==> config.mk <==
export PLATFORM = sky130hd
export DESIGN_NAME = tx_symbol_upsampler
export DESIGN_NICKNAME = d
export VERILOG_FILES = /design/src/rtl/tx_symbol_upsampler_pkg.sv /design/src/rtl/tx_symbol_upsampler_prbs15_2step.sv /design/src/rtl/tx_symbol_upsampler.sv
export SDC_FILE = /design/constraint.sdc
export NUM_CORES = 1
export LEC_CHECK = 0
export ABC_AREA = 1
export BUFFER_PORTS_ARGS = -buffer_cell sky130_fd_sc_hd__clkbuf_2
export CORE_MARGIN = 5
export CORE_UTILIZATION = 50
export CTS_CLUSTER_DIAMETER = 50
export DETAILED_ROUTE_END_ITERATION = 16
export GPL_TIMING_DRIVEN = 0
export PLACE_DENSITY = 0.84
export SYNTH_ARGS = -nofsm -noshare
export SYNTH_HDL_FRONTEND = slang
export SYNTH_SLANG_ARGS = --single-unit
==> constraint.sdc <==
create_clock -name clk -period 2.8 [get_ports clk]
set_clock_uncertainty 0.15 [all_clocks]
set_input_delay 0.56 -clock clk [delete_from_list [all_inputs] [get_ports clk]]
set_output_delay 0.56 -clock clk [all_outputs]
set_load 0.01 [all_outputs]
==> src/rtl/tx_symbol_upsampler_pkg.sv <==
// Shared constants for the TX symbol upsampler: 4-ASK output levels, mode
// encodings, PRBS15 taps and the Gray bit-pair to level map.
package tx_pkg;

  localparam logic signed [17:0] LEVEL_M3 = -18'sd98304;
  localparam logic signed [17:0] LEVEL_M1 = -18'sd32768;
  localparam logic signed [17:0] LEVEL_P1 = 18'sd32768;
  localparam logic signed [17:0] LEVEL_P3 = 18'sd98304;

  localparam logic [1:0] MODE_PRBS  = 2'b00;
  localparam logic [1:0] MODE_EXT   = 2'b01;
  localparam logic [1:0] MODE_CONST = 2'b10;
  localparam logic [1:0] MODE_IMP   = 2'b11;

  localparam int PRBS_TAP_A = 14;
  localparam int PRBS_TAP_B = 13;

  // Gray order: adjacent levels differ in one bit, so a one-level slip costs one bit error.
  function automatic logic signed [17:0] gray_map(input logic [1:0] bits);
    logic signed [17:0] level;
    case (bits)
      2'b00:   level = LEVEL_M3;
      2'b01:   level = LEVEL_M1;
      2'b11:   level = LEVEL_P1;
      2'b10:   level = LEVEL_P3;
      default: level = LEVEL_M3;
    endcase
    return level;
  endfunction

endpackage

==> src/rtl/tx_symbol_upsampler_prbs15_2step.sv <==
// Two PRBS15 steps per call: produces the symbol's bit pair (first step first)
// and the advanced state. Lockup handling lives in the parent.
module prbs15_2step
  import tx_pkg::*;
(
  input  logic [14:0] state,
  output logic [14:0] next_state,
  output logic        b1,
  output logic        b0
);

  logic [14:0] mid_s;

  // Chain two shift-and-feedback steps.
  always_comb begin
    b1         = state[PRBS_TAP_A] ^ state[PRBS_TAP_B];
    mid_s      = {state[13:0], b1};
    b0         = mid_s[PRBS_TAP_A] ^ mid_s[PRBS_TAP_B];
    next_state = {mid_s[13:0], b0};
  end

endmodule

==> src/rtl/tx_symbol_upsampler.sv <==
// 4-ASK symbol source for the TX pulse-shaping filter: PRBS15 / external /
// constant / impulse symbols, Gray-mapped and zero-stuffed by UPSAMPLE.
module tx_symbol_upsampler
  import tx_pkg::*;
#(
  parameter int          UPSAMPLE  = 4,
  parameter logic [14:0] LFSR_SEED = 15'h7FFF
) (
  input  logic               clk,
  input  logic               reset,
  input  logic               enable,
  input  logic [1:0]         mode,
  input  logic [1:0]         ext_bits,
  output logic               ext_req,
  output logic               sym_strobe,
  output logic signed [17:0] x_out
);

  localparam int             PW         = $clog2(UPSAMPLE);
  localparam logic [PW-1:0]  PHASE_LAST = PW'(UPSAMPLE - 1);

  logic [PW-1:0]      phase_r;
  logic [PW-1:0]      phase_next_s;
  logic [14:0]        lfsr_r;
  logic [14:0]        lfsr_in_s;
  logic [14:0]        lfsr_next_s;
  logic [1:0]         mode_q_r;
  logic               imp_done_r;
  logic               imp_done_next_s;
  logic               sym_cycle_s;
  logic               prbs_b1_s;
  logic               prbs_b0_s;
  logic signed [17:0] x_next_s;

  assign sym_cycle_s = enable & (phase_r == {PW{1'b0}});
  assign ext_req     = sym_cycle_s & (mode == MODE_EXT);
  // An all-zero register would stick forever; restart from the seed instead.
  assign lfsr_in_s   = (lfsr_r == 15'd0) ? LFSR_SEED : lfsr_r;

  prbs15_2step u_prbs (
    .state      (lfsr_in_s),
    .next_state (lfsr_next_s),
    .b1         (prbs_b1_s),
    .b0         (prbs_b0_s)
  );

  // Phase counter wrap.
  always_comb begin
    if (phase_r == PHASE_LAST) begin
      phase_next_s = {PW{1'b0}};
    end else begin
      phase_next_s = phase_r + PW'(1);
    end
  end

  // Next output sample and impulse bookkeeping; mode is taken fresh at each symbol boundary.
  always_comb begin
    x_next_s        = 18'sd0;
    imp_done_next_s = imp_done_r;
    if (sym_cycle_s) begin
      case (mode)
        MODE_PRBS: begin
          x_next_s        = gray_map({prbs_b1_s, prbs_b0_s});
          imp_done_next_s = 1'b0;
        end
        MODE_EXT: begin
          x_next_s        = gray_map(ext_bits);
          imp_done_next_s = 1'b0;
        end
        MODE_CONST: begin
          x_next_s        = LEVEL_P3;
          imp_done_next_s = 1'b0;
        end
        MODE_IMP: begin
          if ((mode_q_r != MODE_IMP) || !imp_done_r) begin
            x_next_s = LEVEL_P3;
          end else begin
            x_next_s = 18'sd0;
          end
          imp_done_next_s = 1'b1;
        end
        default: begin
          x_next_s        = 18'sd0;
          imp_done_next_s = 1'b0;
        end
      endcase
    end else begin
      x_next_s        = 18'sd0;
      imp_done_next_s = imp_done_r;
    end
  end

  // State and output registers.
  always_ff @(posedge clk or negedge reset) begin
    if (!reset) begin
      phase_r    <= {PW{1'b0}};
      lfsr_r     <= LFSR_SEED;
      mode_q_r   <= MODE_PRBS;
      imp_done_r <= 1'b0;
      x_out      <= 18'sd0;
      sym_strobe <= 1'b0;
    end else begin
      x_out      <= x_next_s;
      sym_strobe <= sym_cycle_s;
      if (enable) begin
        phase_r <= phase_next_s;
      end
      if (sym_cycle_s) begin
        mode_q_r   <= mode;
        imp_done_r <= imp_done_next_s;
        if (mode == MODE_PRBS) begin
          lfsr_r <= lfsr_next_s;
        end
      end
    end
  end

endmodule

==> results of run 1 <==
cell families after synthesis:
group                    count (synthesis)  synth area share, %
flip-flops                              24                 48.0
buffers and inverters                   32                 16.0
XOR/XNOR                                 1                0.678
other                                    1                0.290
adder cells (fa/ha/maj)                  5                 4.84
AND/OR/NAND/NOR                         52                 17.6
AO/OA/AOI/OAI                           31                 12.6
state kept, by name (all words and copies together) (netlist names):
name / count
imp_done_r: 1
lfsr_r: 15
mode_q_r: 2
phase_r: 2
sym_strobe: 1
x_out: 3
power groups by stage:
stage	Combinational, uW	Sequential, uW	Clock, uW
global placement	394	677	0
global route	486	711	200
finish	416	687	180
floorplan	322	663	0
CTS	419	685	185
detailed placement	417	690	0
layout make-up:
class | instances | share of cell area, %
well taps | 30 | 2.55
plain buffers | 20 | 10.8
flip-flops and latches | 24 | 42.1
repair buffers | 11 | 3.74
clock buffers | 4 | 2.46
inverters | 12 | 3.23
multi-input cells | 104 | 35.2
worst register-to-register path, stage by stage, from the launching register on:
cell and delay (ps):
dfstp_2 550, inv_1 50, ha_1 190, nand2_1 60, nor2_1 50, nand2_2 130
nand2_2 80, nand2_1 60, nand3_1 70, nand2_1 70, inv_1 30
through the flow:
step / utilization (%) / instance area [um^2] / setup slack [ps] / std cells / hold WS [ps]
2_1_floorplan: - / 1340 / 1190 / 160 / 114
3_3_place_gp: 58.0 / 1440 / 988 / 201 / 318
3_5_place_dp: 58.0 / 1440 / 976 / 201 / 322
4_1_cts: 59.4 / 1470 / 680 / 205 / 72.4
5_1_grt: 59.4 / 1470 / 593 / 205 / 95.1
6_report: 59.4 / 1470 / 686 / 205 / 58.2
cells in the mapped netlist (all sizes together):
cell type	count	area share, %
nor2	26	8.1
nand2	22	7.9
a21oi	20	7.8
buf	20	12
dfstp	15	31
inv	12	3.7
dfrtp	9	17
o21ai	8	3.1
ha	5	4.8
nand3	4	1.6
a22oi	3	1.7
conb	1	0.29
xor2	1	0.68
per-layer routing:
metal | GRT usage [%] | share of wire [%] | up-vias | routed length, um
li1 | - | - | 496 | -
met1 | 18.0 | 42 | 460 | 976
met2 | 25.3 | 48 | 42 | 1110
met3 | 2.98 | 7.8 | 7 | 180
met4 | 6.19 | 2.2 | 0 | 50
met5 | 0 | 0 | - | 0
worst paths after layout:
check,startpoint,endpoint,slack [ps],cells past startpoint
max reg2reg,lfsr_r[12],x_out[16],1230,10
min reg2reg,mode_q_r[0],mode_q_r[0],350,2
min in group clk,mode_q_r[0],mode_q_r[0],350,2
max in group asynchronous,reset,lfsr_r[2],2070,1
max,phase_r[0],ext_req,690,5
min,reset,imp_done_r,60,1
==> impl_metrics.env, run 1 <==
export IMPL_outcome="complete, no violations"
export IMPL_most_common_layout_cells="nor2_1 (25), a21oi_1 (20), nand2_1 (18)"
export IMPL_cp_top_family="flip-flops"
export IMPL_row_count=18
export IMPL_route_detailed_drc=0
export IMPL_tightest_slew_ps=558
export IMPL_post_route_min_period_ps=2110
export IMPL_rsz0062_at_grt="false"
export IMPL_finalPower_uw=1280
export IMPL_arrival_ps=1400
export IMPL_cts_buffers=3
export IMPL_multiInputGateArea_um2=518
export IMPL_antenna_cells=0
export IMPL_grt_ovfl_total=0
export IMPL_crit_required_ps=2090
export IMPL_swShare_pct=35.5
export IMPL_coreArea_um2=2480
export IMPL_synthToLayoutAreaGrowth_pct=14.1
export IMPL_synth_seq_area_share_pct=48.0
export IMPL_place_port_buffers=11
export IMPL_fillCellCount=220
export IMPL_slew_headroom_pct=62.8
export IMPL_criticalPathCategory="register to primary output"
export IMPL_grtUsageTotal_pct=14.8
export IMPL_postCtsSetupBuffers=0
export IMPL_drv_slew=0
export IMPL_worst_setup_path_start_kind="register"
export IMPL_cts_clk_slew_worst_paths_ps=130
export IMPL_clockRootBuffer="clkbuf_4"
export IMPL_ir_drop_mv=0.570
export IMPL_comb_power_share_pct=32.4
export IMPL_clock_sinks=24
export IMPL_synthesis_area_um2=1290
export IMPL_slowest_delay_ps=430
export IMPL_wirelength_um=2310
export IMPL_h_tree_depth=1
export IMPL_gp_congestion=0.784
export IMPL_first_pass_iters=4
export IMPL_pwr_density_cell_nw_per_um2=872
export IMPL_fin_tns_setup_ps=0
export IMPL_path_buf_inv=2
export IMPL_yosys_warnings=0
export IMPL_ys_ff_latch=24
export IMPL_die_area_um2=3700
export IMPL_vias=1005
export IMPL_syn_avg_cell_area_um2=8.84
export IMPL_hp_class="input port to async pin"
export IMPL_wl_per_cell_um=11.3
export IMPL_hold_viol=0
export IMPL_clkPwrFrac_pct=14.0
export IMPL_drtIter0Drc=19
export IMPL_cts_resized=0
export IMPL_antenna_found_initial=0
export IMPL_die_w_um=60.8
export IMPL_postCtsHoldBufs=0
export IMPL_worstPathMaxFanout=7
export IMPL_postRouteAntennaNets=0
export IMPL_crit_path_cell_trace="inv_1 -> ha_1 -> nand2_4 -> nor2_1 -> clkbuf_2"
export IMPL_grt_max_degree=25
export IMPL_p_seq_share_pct=53.5
export IMPL_p_int_uw=828
export IMPL_grt_pass1_vias=1005
export IMPL_via_per_inst=4.90
export IMPL_grt_pass1_wl_um=4100
export IMPL_start_util_pct=52.1
export IMPL_final_seq_area_um2=619
export IMPL_drive_gt1_share_pct=32.6
export IMPL_final_common_cell="nor2_1"
export IMPL_ys_types=21
export IMPL_maxCapViolations=0
export IMPL_max_freq_mhz=473
export IMPL_setup_violations=0
export IMPL_clock_latency_ps=310
export IMPL_p_switching_uw=456
export IMPL_crit_path_end_kind="primary output"
export IMPL_cts_tree="yes"
export IMPL_layout_nets=188
export IMPL_synth_cells=146
export IMPL_leakagePower_uw=0.000780
export IMPL_slowest_stage="dfrtp_1"
export IMPL_dp_hpwl_um=1780
export IMPL_cts_max_path_buffers=2
export IMPL_pin_count=27
export IMPL_die_h_um=60.8
export IMPL_period_share_pct=75.5
Power figures use the tool's default switching activity.
==> run 2: changes to the inputs <==
Settings changed: CORE_UTILIZATION 50 to 48.
Clock period 2.8 ns to 1.85 ns, I/O delays scaled along.
==> impl_metrics.env, run 2 (synthesized netlist as in run 1, its figures left out) <==
export IMPL_hold_viol=0
export IMPL_coreArea_um2=2520
export IMPL_grt_max_degree=25
export IMPL_period_share_pct=94.7
export IMPL_wirelength_um=2510
export IMPL_dp_hpwl_um=1810
export IMPL_drv_slew=0
export IMPL_utilization_pct=61.1
export IMPL_row_count=18
export IMPL_crit_path_end_kind="primary output"
export IMPL_use_met2_pct=26.0
export IMPL_pwr_density_cell_nw_per_um2=1330
export IMPL_die_w_um=61.9
export IMPL_max_freq_mhz=571
export IMPL_most_common_layout_cells="nor2_1 (24), a21oi_1 (20), buf_4 (19)"
export IMPL_hp_class="input port to register"
export IMPL_die_area_um2=3830
export IMPL_pin_count=27
export IMPL_worstHoldStart="mode[0]"
export IMPL_place_area_um2=1440
export IMPL_postRouteAntennaNets=0
export IMPL_met1_usage_pct=16.2
export IMPL_post_route_min_period_ps=1750
export IMPL_vias=1011
export IMPL_reg_top3="lfsr_r x15, x_out x3"
export IMPL_grt_pass1_wl_um=4070
export IMPL_drive_gt1_share_pct=35.8
export IMPL_grt_pass1_vias=1013
export IMPL_cts_tree="yes"
export IMPL_antenna_cells=0
export IMPL_ir_drop_mv=0.902
export IMPL_r2r_start="lfsr_r[12]"
export IMPL_rsz0062_at_grt="false"
export IMPL_synthToLayoutAreaGrowth_pct=19.3
export IMPL_criticalPathCategory="register to primary output"
export IMPL_r2r_end="x_out[16]"
export IMPL_fin_tns_setup_ps=0
export IMPL_first_pass_iters=4
export IMPL_clockRootBuffer="clkbuf_4"
export IMPL_design_area_um2=1540
export IMPL_die_h_um=61.9
export IMPL_slew_headroom_pct=63.1
export IMPL_arrival_ps=1230
export IMPL_clock_latency_ps=310
export IMPL_grtUsageTotal_pct=14.3
export IMPL_grt_ovfl_total=0
export IMPL_antenna_found_initial=0
export IMPL_tightest_slew_ps=554
export IMPL_rr_worst_depth=10
export IMPL_rrSetupSlack_ps=230
export IMPL_via_per_inst=4.84
export IMPL_maxCapViolations=0
export IMPL_cts_buffers=3
export IMPL_route_detailed_drc=0
export IMPL_final_common_cell="nor2_1"
export IMPL_start_util_pct=51.2
export IMPL_endpoint="ext_req"
export IMPL_regMostFlops="lfsr_r"
export IMPL_wl_per_cell_um=12.0
export IMPL_drtIter0Drc=32
export IMPL_grt_busiest_layer="met2"
export IMPL_worst_setup_path_start_kind="register"
export IMPL_h_tree_depth=1
export IMPL_place_port_buffers=11
export IMPL_outcome="complete, no violations"
export IMPL_cts_clk_slew_worst_paths_ps=130
export IMPL_clock_sinks=24
export IMPL_crit_required_ps=1330
export IMPL_largest_reg_flops=15
export IMPL_leakagePower_uw=0.000795
export IMPL_startpoint="phase_r[0]"
export IMPL_finalPower_uw=2050
export IMPL_met3_usage_pct=3.72
export IMPL_layout_nets=192
export IMPL_setup_violations=0
export IMPL_worstPathMaxFanout=2
export IMPL_gp_congestion=0.787
export IMPL_cts_max_path_buffers=2
export IMPL_holdWs_ps=180
[run 2: worst min-delay path by stage]
stage	end	slack [ps]	depth (start not counted)
after global placement	mode_q_r[0]	230	1
after global routing	mode_q_r[0]	190	3
after floorplan	imp_done_r	-80	0
final	mode_q_r[0]	180	3
after CTS	phase_r[1]	170	2
after detailed placement	x_out[16]	240	1
[run 2: area by class of cell]
type	instances	area, um^2
plain buffers	20	159
clock buffers	4	36.3
fillers	235	982
inverters	12	47.5
multi-input cells	104	547
flip-flops and latches	24	619
well taps	30	37.5
repair buffers	15	93.8
[run 2: worst max-delay path, cell delays in order, from the launching register on]
cell and delay, ps:
dfrtp_1 410, inv_2 80, ha_4 170, nand2_8 60, nor2_4 90, buf_6 100
[run 2: per-layer routing]
layer | vias to the layer above | wire [um] | part of all wire [%]
met5 | - | 0 | 0
met4 | 0 | 20 | 0.80
li1 | 505 | - | -
met2 | 20 | 1380 | 55
met1 | 484 | 1000 | 40
met3 | 2 | 109 | 4.3
[run 2: stage by stage]
stage	setup WS, ps	std cells
3_5_place_dp	239	201
4_1_cts	1.06	208
5_1_grt	5.26	209
3_3_place_gp	300	201
6_report	97.3	209
2_1_floorplan	396	160
[run 2: what timing repair did]
item	in CTS	in global routing
hold endpoints to repair	9	0
pin swaps	1	3
resized for setup	3	6
buffers inserted	2	1
hold buffers	1	0
endpoints found under the setup margin	1	1
[run 2: report_power, final]
part	total, uW	switching, uW	internal [uW]	leakage (uW)
Clock	273	153	120	0.0000210
Sequential	1030	164	868	0.000274
Combinational	749	419	329	0.000501
==> run 3: changes to the inputs <==
Settings changed: REMOVE_ABC_BUFFERS set to 1.
==> impl_metrics.env, run 3 (synthesized netlist as in run 1, its figures left out) <==
export IMPL_leakagePower_uw=0.000697
export IMPL_coreArea_um2=2520
export IMPL_rrSetupSlack_ps=210
export IMPL_fillCellCount=220
export IMPL_cts_tree="yes"
export IMPL_route_detailed_drc=0
export IMPL_most_common_layout_cells="nor2_1 (24), a21oi_1 (20), nand2_1 (18)"
export IMPL_antenna_cells=0
export IMPL_outcome="complete, no violations"
export IMPL_setup_violations=0
export IMPL_pwr_density_cell_nw_per_um2=1450
export IMPL_rr_worst_depth=10
export IMPL_criticalPathCategory="register to primary output"
export IMPL_grt_ovfl_total=0
export IMPL_cts_max_path_buffers=2
export IMPL_drv_slew=0
export IMPL_drive_gt1_share_pct=27.2
export IMPL_final_common_cell="nor2_1"
export IMPL_period_share_pct=96.9
export IMPL_pin_count=27
export IMPL_reg_top3="lfsr_r x15, x_out x3"
export IMPL_synthToLayoutAreaGrowth_pct=6.78
export IMPL_final_seq_area_um2=619
export IMPL_via_per_inst=5.14
export IMPL_post_route_min_period_ps=1790
export IMPL_hold_viol=0
export IMPL_design_area_um2=1380
export IMPL_rsz0062_at_grt="true"
export IMPL_multiInputGateArea_um2=552
export IMPL_row_count=18
export IMPL_grt_pass1_vias=926
export IMPL_h_tree_depth=1
export IMPL_cts_buffers=3
export IMPL_grt_max_degree=25
export IMPL_grt_pass1_wl_um=4070
export IMPL_worstHoldStart="mode[0]"
export IMPL_drtIter0Drc=13
export IMPL_largest_reg_flops=15
export IMPL_die_w_um=61.9
export IMPL_holdWs_ps=165
export IMPL_slew_headroom_pct=62.6
export IMPL_cts_clk_slew_worst_paths_ps=130
export IMPL_max_freq_mhz=558
export IMPL_start_util_pct=51.2
export IMPL_layout_nets=171
export IMPL_wl_per_cell_um=12.4
export IMPL_finalPower_uw=2000
export IMPL_utilization_pct=54.7
export IMPL_fin_tns_setup_ps=0
export IMPL_worst_setup_path_start_kind="register"
export IMPL_clock_sinks=24
export IMPL_r2r_start="lfsr_r[12]"
export IMPL_antenna_found_initial=0
export IMPL_wirelength_um=2340
export IMPL_die_area_um2=3830
export IMPL_dp_hpwl_um=1660
export IMPL_crit_path_end_kind="primary output"
export IMPL_hp_class="input port to register"
export IMPL_grtUsageTotal_pct=14.4
export IMPL_place_area_um2=1280
export IMPL_clockRootBuffer="clkbuf_4"
export IMPL_clock_latency_ps=320
export IMPL_ir_drop_mv=0.782
export IMPL_worstPathMaxFanout=7
export IMPL_min_to="mode_q_r[0]"
export IMPL_arrival_ps=1270
export IMPL_place_port_buffers=11
export IMPL_tightest_slew_ps=561
export IMPL_r2r_end="x_out[16]"
export IMPL_regMostFlops="lfsr_r"
export IMPL_vias=966
export IMPL_hold_depth=3
export IMPL_postRouteAntennaNets=0
export IMPL_crit_required_ps=1330
export IMPL_die_h_um=61.9
export IMPL_first_pass_iters=5
export IMPL_gp_congestion=0.766
export IMPL_maxCapViolations=0
==> run 3: cell count changes in the layout (fill, tap and decap cells not counted), sizes merged <==
cell  delta
buf     -21
==> run 3: where the power goes <==
| group | total [uW] | internal (uW) | switching, uW |
|---|---|---|---|
| sequential | 1030 | 868 | 166 |
| clock | 278 | 120 | 158 |
| combinational | 689 | 287 | 403 |
| total | 2000 | 1280 | 726 |
==> run 3: timing repair <==
item / in CTS / in global routing
buffers inserted: 1 / 1
gates resized for setup: 5 / 5
pin swaps: 1 / 2
cloned: 0 / 0
endpoints found under the hold margin: 9 / 0
endpoints found under the setup margin: 1 / 2
hold buffers: 1 / 0
==> run 3: per-stage QoR <==
step | instances | setup slack [ps]
after floorplan | 140 | 304
after global placement | 181 | 168
after detailed placement | 181 | 134
after CTS | 187 | 25.2
after global routing | 188 | 1.07
final | 188 | 57.5
==> run 3: layout make-up <==
type | instances | share of cell area [%]
inverters | 12 | 3.45
repair buffers | 14 | 6.26
multi-input cells | 104 | 40.0
well taps | 30 | 2.72
clock buffers | 4 | 2.63
flip-flops and latches | 24 | 44.9
==> run 3: worst max path at each step <==
stage / startpoint / slack [ps] / to
2_1_floorplan: lfsr_r[12] / 300 / x_out[16]
3_3_place_gp: lfsr_r[12] / 170 / x_out[16]
3_5_place_dp: lfsr_r[12] / 130 / x_out[16]
4_1_cts: phase_r[0] / 30 / ext_req
5_1_grt: phase_r[0] / 1 / ext_req
6_report: phase_r[0] / 60 / ext_req
==> run 3: metal layers <==
metal	routed length [um]	part of all wire [%]	global-route usage (%)	vias up
met5	0	0	0	-
met4	55	2.4	5.45	0
met3	136	5.8	3.51	8
met2	1200	51	25.9	31
met1	950	41	16.6	468
li1	-	-	-	459
==> run 3: critical path, cell delays in order, from the launching register on <==
cell     delay (ps)
dfrtp_1         420
inv_2            90
ha_4            170
nand2_8          70
nor2_4          100
buf_6           110
